[config.mk]
export PLATFORM = sky130hd
export DESIGN_NAME = prewish_mask_sequencer
export DESIGN_NICKNAME = d
export VERILOG_FILES = /design/src/rtl/prewish_mask_sequencer.sv
export SDC_FILE = /design/constraint.sdc
export NUM_CORES = 1
export LEC_CHECK = 0
export ABC_CLOCK_PERIOD_IN_PS = 3600
export CORE_MARGIN = 4
export CORE_UTILIZATION = 45
export DETAILED_ROUTE_END_ITERATION = 10
export HOLD_SLACK_MARGIN = 0.02
export PLACE_DENSITY = 0.62
export SLEW_MARGIN = 25
export SYNTH_ARGS = -nofsm -noshare
export SYNTH_HDL_FRONTEND = slang
export SYNTH_SLANG_ARGS = --single-unit
[constraint.sdc]
create_clock -name CLK_I -period 3.6 [get_ports CLK_I]
set_input_delay 0.36 -clock CLK_I [delete_from_list [all_inputs] [get_ports CLK_I]]
set_output_delay 0.36 -clock CLK_I [all_outputs]
set_load 0.005 [all_outputs]
[src/rtl/prewish_mask_sequencer.sv]
// rtl/prewish_mask_sequencer.sv - event-driven mask source with strobe handshake for the prewish mentor
module prewish_mask_sequencer #(
  parameter int                 DATA_W        = 8,
  parameter int                 PERIOD        = 60_000_000,
  parameter int                 STB_CYCLES    = 1,
  parameter int                 DEBOUNCE_BITS = 16,
  parameter logic [DATA_W-1:0]  LFSR_TAPS     = 8'hB8,
  parameter logic [DATA_W-1:0]  LFSR_SEED     = 8'h01
) (
  input  logic              CLK_I,
  input  logic              RST_I,
  input  logic              en_i,
  input  logic [1:0]        mode_i,
  input  logic              load_i,
  input  logic [DATA_W-1:0] dip_i,
  input  logic              btn_i,
  output logic              STB_O,
  output logic [DATA_W-1:0] DAT_O,
  output logic              busy_o
);

  localparam int CNT_W = (PERIOD > 1) ? $clog2(PERIOD) : 1;
  localparam int SC_W  = (STB_CYCLES > 1) ? $clog2(STB_CYCLES) : 1;
  localparam logic [CNT_W-1:0] CNT_LAST = CNT_W'(PERIOD - 1);
  localparam logic [SC_W-1:0]  SC_LAST  = SC_W'(STB_CYCLES - 1);

  typedef enum logic [1:0] {S_IDLE, S_STROBE, S_GAP} state_t;

  logic [CNT_W-1:0]         per_q;
  logic                     tick_q;
  logic                     btn_s1_q, btn_s2_q, db_q;
  logic [DEBOUNCE_BITS-1:0] dbc_q;
  logic                     press;
  logic                     ev;
  state_t                   state_q, state_d;
  logic [SC_W-1:0]          sc_q, sc_d;
  logic                     pend_q, pend_d;
  logic [DATA_W-1:0]        dat_q, dat_d, next_mask;
  logic                     start;

  // Tick is registered so it lines up one cycle behind the terminal count.
  always_ff @(posedge CLK_I or negedge RST_I) begin
    if (!RST_I) begin
      per_q  <= '0;
      tick_q <= 1'b0;
    end else begin
      tick_q <= en_i && (per_q == CNT_LAST);
      if (en_i) begin
        per_q <= (per_q == CNT_LAST) ? '0 : per_q + CNT_W'(1);
      end
    end
  end

  always_ff @(posedge CLK_I or negedge RST_I) begin
    if (!RST_I) begin
      btn_s1_q <= 1'b0;
      btn_s2_q <= 1'b0;
      db_q     <= 1'b0;
      dbc_q    <= '0;
    end else begin
      btn_s1_q <= btn_i;
      btn_s2_q <= btn_s1_q;
      if (btn_s2_q == db_q) begin
        dbc_q <= '0;
      end else if (&dbc_q) begin
        dbc_q <= '0;
        db_q  <= ~db_q;
      end else begin
        dbc_q <= dbc_q + DEBOUNCE_BITS'(1);
      end
    end
  end

  assign press = (btn_s2_q != db_q) && (&dbc_q) && btn_s2_q;
  assign ev    = ((mode_i == 2'b11) ? press : tick_q) | load_i;

  always_comb begin
    next_mask = dat_q;
    case (mode_i)
      2'b00:   next_mask = dat_q - DATA_W'(1);
      2'b01:   next_mask = dat_q + DATA_W'(1);
      2'b10:   next_mask = (dat_q == '0) ? LFSR_SEED
                         : ((dat_q >> 1) ^ (dat_q[0] ? LFSR_TAPS : '0));
      default: next_mask = dip_i;
    endcase
  end

  // An event arriving in GAP is served by the back-to-back strobe, so it coalesces with pending.
  always_comb begin
    state_d = state_q;
    sc_d    = sc_q;
    pend_d  = pend_q;
    dat_d   = dat_q;
    start   = 1'b0;
    case (state_q)
      S_IDLE: begin
        if (ev) start = 1'b1;
      end
      S_STROBE: begin
        if (ev) pend_d = 1'b1;
        if (sc_q == SC_LAST) state_d = S_GAP;
        else                 sc_d    = sc_q + SC_W'(1);
      end
      S_GAP: begin
        if (pend_q || ev) start   = 1'b1;
        else              state_d = S_IDLE;
      end
      default: state_d = S_IDLE;
    endcase
    if (start) begin
      state_d = S_STROBE;
      sc_d    = '0;
      pend_d  = 1'b0;
      dat_d   = next_mask;
    end
  end

  always_ff @(posedge CLK_I or negedge RST_I) begin
    if (!RST_I) begin
      state_q <= S_IDLE;
      sc_q    <= '0;
      pend_q  <= 1'b0;
      dat_q   <= '0;
    end else begin
      state_q <= state_d;
      sc_q    <= sc_d;
      pend_q  <= pend_d;
      dat_q   <= dat_d;
    end
  end

  assign STB_O  = (state_q == S_STROBE);
  assign busy_o = STB_O;
  assign DAT_O  = dat_q;

endmodule

==> flow_summary.json, run 1 <==
{
  "p_int_mw": 1.299,
  "vias_per_cell": 5.245,
  "rows": 30,
  "ys_warn_count": 0,
  "clkLatencyLatePin_ns": 0.34,
  "initial_core_util": 0.4630,
  "crit_family": "compound AO/OA/AOI/OAI gates",
  "vdd_drop_max_mv": 0.2342,
  "timing.final.crit_period_ns": 2.392,
  "clockPowerShare": 0.259,
  "tns_ns": 0,
  "dieHeight_um": 91.61,
  "cts_tree": "yes",
  "fill_cells": 625,
  "syn-num-nets": 360,
  "n_antenna_cell": 0,
  "worst_slew_pin_slew_ns": 0.9493,
  "fmax_mhz": 418.0,
  "p_comb_frac": 0.317,
  "maxCapViolCount": 0,
  "path_cells": "ha_1 -> nand4_1 -> or2_1 -> o31ai_1 -> buf_4 -> nor2_1",
  "hold_viol": 0,
  "post_drt_wl_per_cell_um": 13.41,
  "gp_congestion": 0.8308,
  "vias": 2444,
  "antenna_found_initial": 0,
  "dpl.cell_count": 450,
  "fin_cells": 466,
  "core_area_sq_um": 6794,
  "htree_levels": 3,
  "slew_headroom": 0.3617,
  "p_per_area_nw_per_um2": 542.4,
  "arrival_ns": 2.63,
  "syn_inst": 336,
  "root_buffer": "clkbuf_8",
  "seq_area_sq_um": 1426,
  "finalWirelength_mm": 6.247,
  "ys_types": 54,
  "track_usage": 0.1630,
  "fin_skew_ns": 0.006301,
  "firstDrtPassIters": 4,
  "fin_util": 0.5368,
  "crit_required_ns": 3.84,
  "critPathMaxStageDelay_ns": 0.84,
  "fin_nets": 389,
  "rsz0062_at_grt": "no",
  "cts.sinks": 57,
  "setup_violations": 0,
  "critPathBufInv": 1,
  "cts_hold_buf": 0,
  "grt-ovfl-total": 0,
  "area_growth_pct": 15.95,
  "dieWidth_um": 91.61,
  "die_area_sq_um": 8391,
  "multiInputGateArea_sq_um": 1620,
  "final.period_utilization": 0.6645,
  "crit_slowest_cell": "o31ai_1",
  "drive_above_1_share": 0.09189,
  "switching_share": 0.3431,
  "cellLeakagePower_nw": 1.529,
  "first_iter_violations": 105,
  "dp_hpwl_mm": 4.432,
  "r2r_slack_ns": 1.21,
  "post_cts_buffers": 0,
  "placed_area_sq_um": 3485,
  "grt_max_degree": 39,
  "critPathKind": "flip-flop to flip-flop",
  "drcViolationCount": 0,
  "finalInstanceArea_sq_um": 3647,
  "netlist_area_sq_um": 3146,
  "top_level_ports": 25,
  "status": "completed",
  "clk_pin_slew_ns": 0.07,
  "yosys_most_used_dff": "dfrtp_1",
  "numCtsBuffers": 9,
  "cts_buffer_depth": 2,
  "grt_pass1_wl_mm": 10.94,
  "synthArstFlopShare": 1.000,
  "drtAntennaViolNets": 0,
  "port_buffers": 24,
  "start_kind": "flip-flop",
  "ys_seq_area_frac": 0.4535,
  "synth-seq-cells": 57,
  "first_global_vias": 2333,
  "seq_power_share": 0.424,
  "hp-class": "primary input to async pin",
  "synth_edf_count": 0,
  "crit_fanout": 8,
  "fin_worst_hold_slack_ns": 0.1164,
  "drv_slew": 0,
  "p_sw_mw": 0.6787,
  "syn_avg_cell_area_sq_um": 9.362,
  "worstSetupEndpointType": "flip-flop",
  "cts_resized": 0
}
## synth_stat cells, types with 2 or more instances
library cell,count,area [sq um]
a21o_1,2,15.01
mux2_2,2,22.52
and3_2,3,22.52
a21oi_1,10,50.05
clkbuf_1,8,30.03
nand2b_1,5,31.28
inv_1,12,45.04
nand4_1,6,37.54
a211oi_1,3,22.52
o31ai_1,2,15.01
or2_1,2,12.51
nor3_1,7,35.03
xnor2_1,24,210.2
nand3_1,16,80.08
nor4_1,4,25.02
or3_1,6,37.54
nor2b_1,3,18.77
o21ai_0,19,95.09
and3_1,3,18.77
nor3b_1,3,22.52
nor2_1,45,168.9
dfrtp_1,57,1426
and2_1,2,12.51
or4_1,2,15.01
mux2i_1,3,30.03
xor2_1,15,131.4
a311oi_1,2,17.52
nand3b_1,2,15.01
ha_1,8,100.1
o21a_1,2,15.01
nand2_1,32,120.1
a211o_1,2,17.52
or2_2,2,12.51
nand4_2,2,25.02
## per-layer routing
metal	share of wire	wire, um	GRT usage	vias to the layer above
li1	-	-	-	1226
met1	0.49	3081	0.2196	1168
met2	0.45	2818	0.2502	40
met3	0.040	251	0.04225	10
met4	0.015	96	0.06407	0
met5	0	0	0	-
## final cells by class
type	instances	area share
timing repair buffer	29	0.07479
multi-input combinational	256	0.4443
tap	96	0.03293
sequential	57	0.3911
clock inverter	6	0.009605
clock buffer	10	0.03499
inverter	12	0.01235
## registers in the layout (all words and copies together) (netlist names)
name      cells
pend_q        1
per_q        26
db_q          1
tick_q        1
btn_s1_q      1
btn_s2_q      1
dbc_q        16
DAT_O         8
state_q       2
## power by group through the flow
stage / Sequential (mW) / Clock (mW) / Combinational [mW]
finish: 0.838 / 0.513 / 0.627
global route: 0.853 / 0.554 / 0.707
CTS: 0.838 / 0.524 / 0.632
detailed placement: 0.850 / 0 / 0.628
global placement: 0.849 / 0 / 0.612
floorplan: 0.819 / 0 / 0.428
## metrics by stage
stage	worst slack (ns)	power (mW)
4_1_cts	1.172	1.994
6_report	1.208	1.978
5_1_grt	1.011	2.115
3_3_place_gp	0.9340	1.461
2_1_floorplan	1.033	1.247
3_5_place_dp	0.9058	1.478
## logic make-up after synthesis
family	count (synthesis)	share of synthesized area
AO/OA/AOI/OAI	52	0.1070
XOR/XNOR	39	0.1086
adder cells (fa/ha/maj)	9	0.03819
buffers and inverters	23	0.03142
flip-flops	57	0.4535
multiplexers	5	0.01671
AND/OR/NAND/NOR	151	0.2446
## worst paths after layout
kind | cells after the start | endpoint | from
setup / recovery | 6 | dbc_q[9] | dbc_q[0]
hold / removal | 1 | dbc_q[9] | RST_I
setup reg to reg | 6 | dbc_q[9] | dbc_q[0]
hold reg to reg | 0 | btn_s2_q | btn_s1_q
max in group asynchronous | 2 | per_q[16] | RST_I
min in group CLK_I | 0 | btn_s2_q | btn_s1_q
## placed cells by master (no fill, tap or decap), types with 3 or more instances in the layout
master and instances:
nand2b_1 5, and3_1 3, xnor2_1 24, clkinv_2 4, mux2i_1 3, and3_2 3
nor3b_1 3, or3_1 6, nor2b_1 3, nor2_1 45, xor2_1 15, nor3_1 7
clkdlybuf4s50_1 23, inv_1 12, ha_1 8, nand4_1 6, nor4_1 4, a21oi_1 10
nand3_1 16, dfrtp_1 57, clkbuf_8 9, a211oi_1 3, buf_4 5, nand2_1 32
o21ai_0 19
Power figures use the tool's default switching activity.
==> run 2: changes to the inputs <==
Settings changed: ABC_CLOCK_PERIOD_IN_PS 3600 to 1900, PLACE_DENSITY 0.62 to 0.65.
Clock period 3.6 ns to 1.9 ns, I/O delays scaled along.
==> run 2 against run 1 <==
Compared with the run above: global-route usage grew 1.5 points; wire length grew 10%; clock-buffer cell count shrank 1; die area is the same; first-iteration DRC count shrank 2.9%; final area grew 17%; clock skew grew 0.0014 ns; clock power grew 120%; critical path depth is the same; sequential power grew 83%; maximum frequency grew 28%; power grew 130%; largest power group is now combinational logic; highest routed layer unchanged.
==> flow_summary.json, run 2 (synthesized netlist as in run 1, its figures left out) <==
{
  "track_usage": 0.1782,
  "maxCapViolCount": 0,
  "area_growth_pct": 35.16,
  "worstSetupEndpointType": "flip-flop",
  "critPathMaxStageDelay_ns": 0.49,
  "drive_above_1_share": 0.2753,
  "hp-class": "primary input to flip-flop",
  "dpl.cell_count": 500,
  "fin_cells": 521,
  "rsz0062_at_grt": "yes",
  "port_buffers": 24,
  "drtAntennaViolNets": 0,
  "p_per_area_nw_per_um2": 1064,
  "worstHoldStart": "btn_i",
  "post_drt_wl_per_cell_um": 13.21,
  "crit_slowest_cell": "or4_4",
  "rows": 30,
  "first_iter_violations": 102,
  "vias": 2665,
  "final_cell_mix": "buf_4 (58), dfrtp_1 (55), nor2_1 (45)",
  "cts_buffer_depth": 2,
  "dp_slack_ns": -0.4666,
  "hold_viol": 0,
  "final_common_cell": "buf_4",
  "n_antenna_cell": 0,
  "placed_area_sq_um": 3928,
  "grt_pass1_wl_mm": 12.02,
  "worst_slew_pin_slew_ns": 0.3434,
  "vias_per_cell": 5.115,
  "die_area_sq_um": 8391,
  "timing.final.crit_period_ns": 1.867,
  "fmax_mhz": 535.5,
  "gp_congestion": 0.7953,
  "critPathKind": "flip-flop to flip-flop",
  "htree_levels": 3,
  "top_level_ports": 25,
  "regMostFlops": "per_q",
  "final.period_utilization": 0.9828,
  "crit_fanout": 2,
  "largest_reg_flops": 26,
  "holdPathEnd": "btn_s1_q",
  "root_buffer": "clkbuf_8",
  "dp_hpwl_mm": 4.918,
  "path_cells": "ha_1 -> or4_4 -> o21ai_2 -> xor2_2 -> buf_4 -> a211o_1",
  "drv_slew": 0,
  "slew_headroom": 0.7697,
  "drcViolationCount": 0,
  "grt_max_degree": 58,
  "dieWidth_um": 91.61,
  "initial_core_util": 0.4630,
  "arrival_ns": 2.09,
  "crit_required_ns": 2.13,
  "fill_cells": 581,
  "core_area_sq_um": 6794,
  "fin_skew_ns": 0.007700,
  "vdd_drop_max_mv": 0.6386,
  "fin_ws_ns": 0.03272,
  "antenna_found_initial": 0,
  "reg2reg_to": "DAT_O[7]",
  "finalInstanceArea_sq_um": 4252,
  "fin_nets": 444,
  "clkLatencyLatePin_ns": 0.34,
  "r2r-start": "DAT_O[6]",
  "cts.sinks": 57,
  "r2r_slack_ns": 0.03,
  "clk_pin_slew_ns": 0.07,
  "cts_tree": "yes",
  "grt-ovfl-total": 0,
  "holdPathStages": 1,
  "firstDrtPassIters": 4,
  "total_power_mw": 4.526,
  "cellLeakagePower_nw": 1.841,
  "start_kind": "flip-flop",
  "fin_worst_hold_slack_ns": 0.3145,
  "setup_violations": 0,
  "finalWirelength_mm": 6.885,
  "dieHeight_um": 91.61,
  "rr_worst_depth": 6,
  "numCtsBuffers": 9,
  "status": "completed",
  "first_global_vias": 2717
}
run 2: cell count changes in the layout (fill, tap and decap cells not counted), sizes merged:
cell           before  now
clkinvlp            2    1
dlygate4sd3         0    1
bufinv              0    1
buf                 6   60
clkdlybuf4s50      23   21
clkbuf             10    9
inv                12   13
dlygate4sd2         0    2
run 2: worst max path at each step:
stage,start,end,slack (ns),depth (start not counted)
6_report,DAT_O[6],DAT_O[7],0.03,6
5_1_grt,DAT_O[6],DAT_O[7],-0.05,6
4_1_cts,per_q[0],per_q[24],0.02,6
3_5_place_dp,mode_i[1],DAT_O[6],-0.47,10
3_3_place_gp,mode_i[0],DAT_O[7],-0.40,8
2_1_floorplan,mode_i[1],DAT_O[7],-0.18,9
run 2: final cells by class:
type / count / area [sq um] / area share
Tap cell: 96 / 120.1 / 0.02825
Timing Repair Buffer: 84 / 698.2 / 0.1642
Sequential cell: 57 / 1429 / 0.3361
Clock buffer: 9 / 123.9 / 0.02913
Clock inverter: 7 / 70.07 / 0.01648
Inverter: 12 / 45.04 / 0.01059
Multi-Input combinational cell: 256 / 1765 / 0.4152
run 2: per-layer routing:
| metal | wire length [um] | track usage | share of wire |
|---|---|---|---|
| met1 | 3319 | 0.2279 | 0.48 |
| met3 | 228 | 0.03645 | 0.033 |
| met5 | 0 | 0 | 0 |
| met4 | 124 | 0.08920 | 0.018 |
| met2 | 3213 | 0.2848 | 0.47 |
run 2: power breakdown:
part,internal (mW),total [mW],switching (mW),leakage [nW]
clock,0.604,1.11,0.511,0.0994
sequential,1.37,1.53,0.159,0.747
combinational,1.09,1.88,0.790,0.995
total,3.07,4.53,1.46,1.84
run 2: what timing repair did:
item,in CTS,in global routing
resized for setup,4,23
cloned,0,0
hold endpoints to repair,57,0
setup endpoints to repair,3,11
setup buffers,2,2
hold buffers,1,0
pin swaps,4,13
run 2: worst max-delay path: cells and delay by family (launching register included):
family,cells,cell delay [ns]
simple gates,1,0.49
xor+xnor,1,0.10
compound gates,2,0.40
buf+inv,1,0.14
fa+ha+maj,1,0.23
flops,1,0.40
run 2: through the flow:
step / util / TNS, ns
after floorplan: - / -0.4215
after global placement: 0.5781 / -3.619
after detailed placement: 0.5781 / -4.276
after CTS: 0.6107 / 0
after global routing: 0.6258 / -0.09180
final: 0.6258 / 0
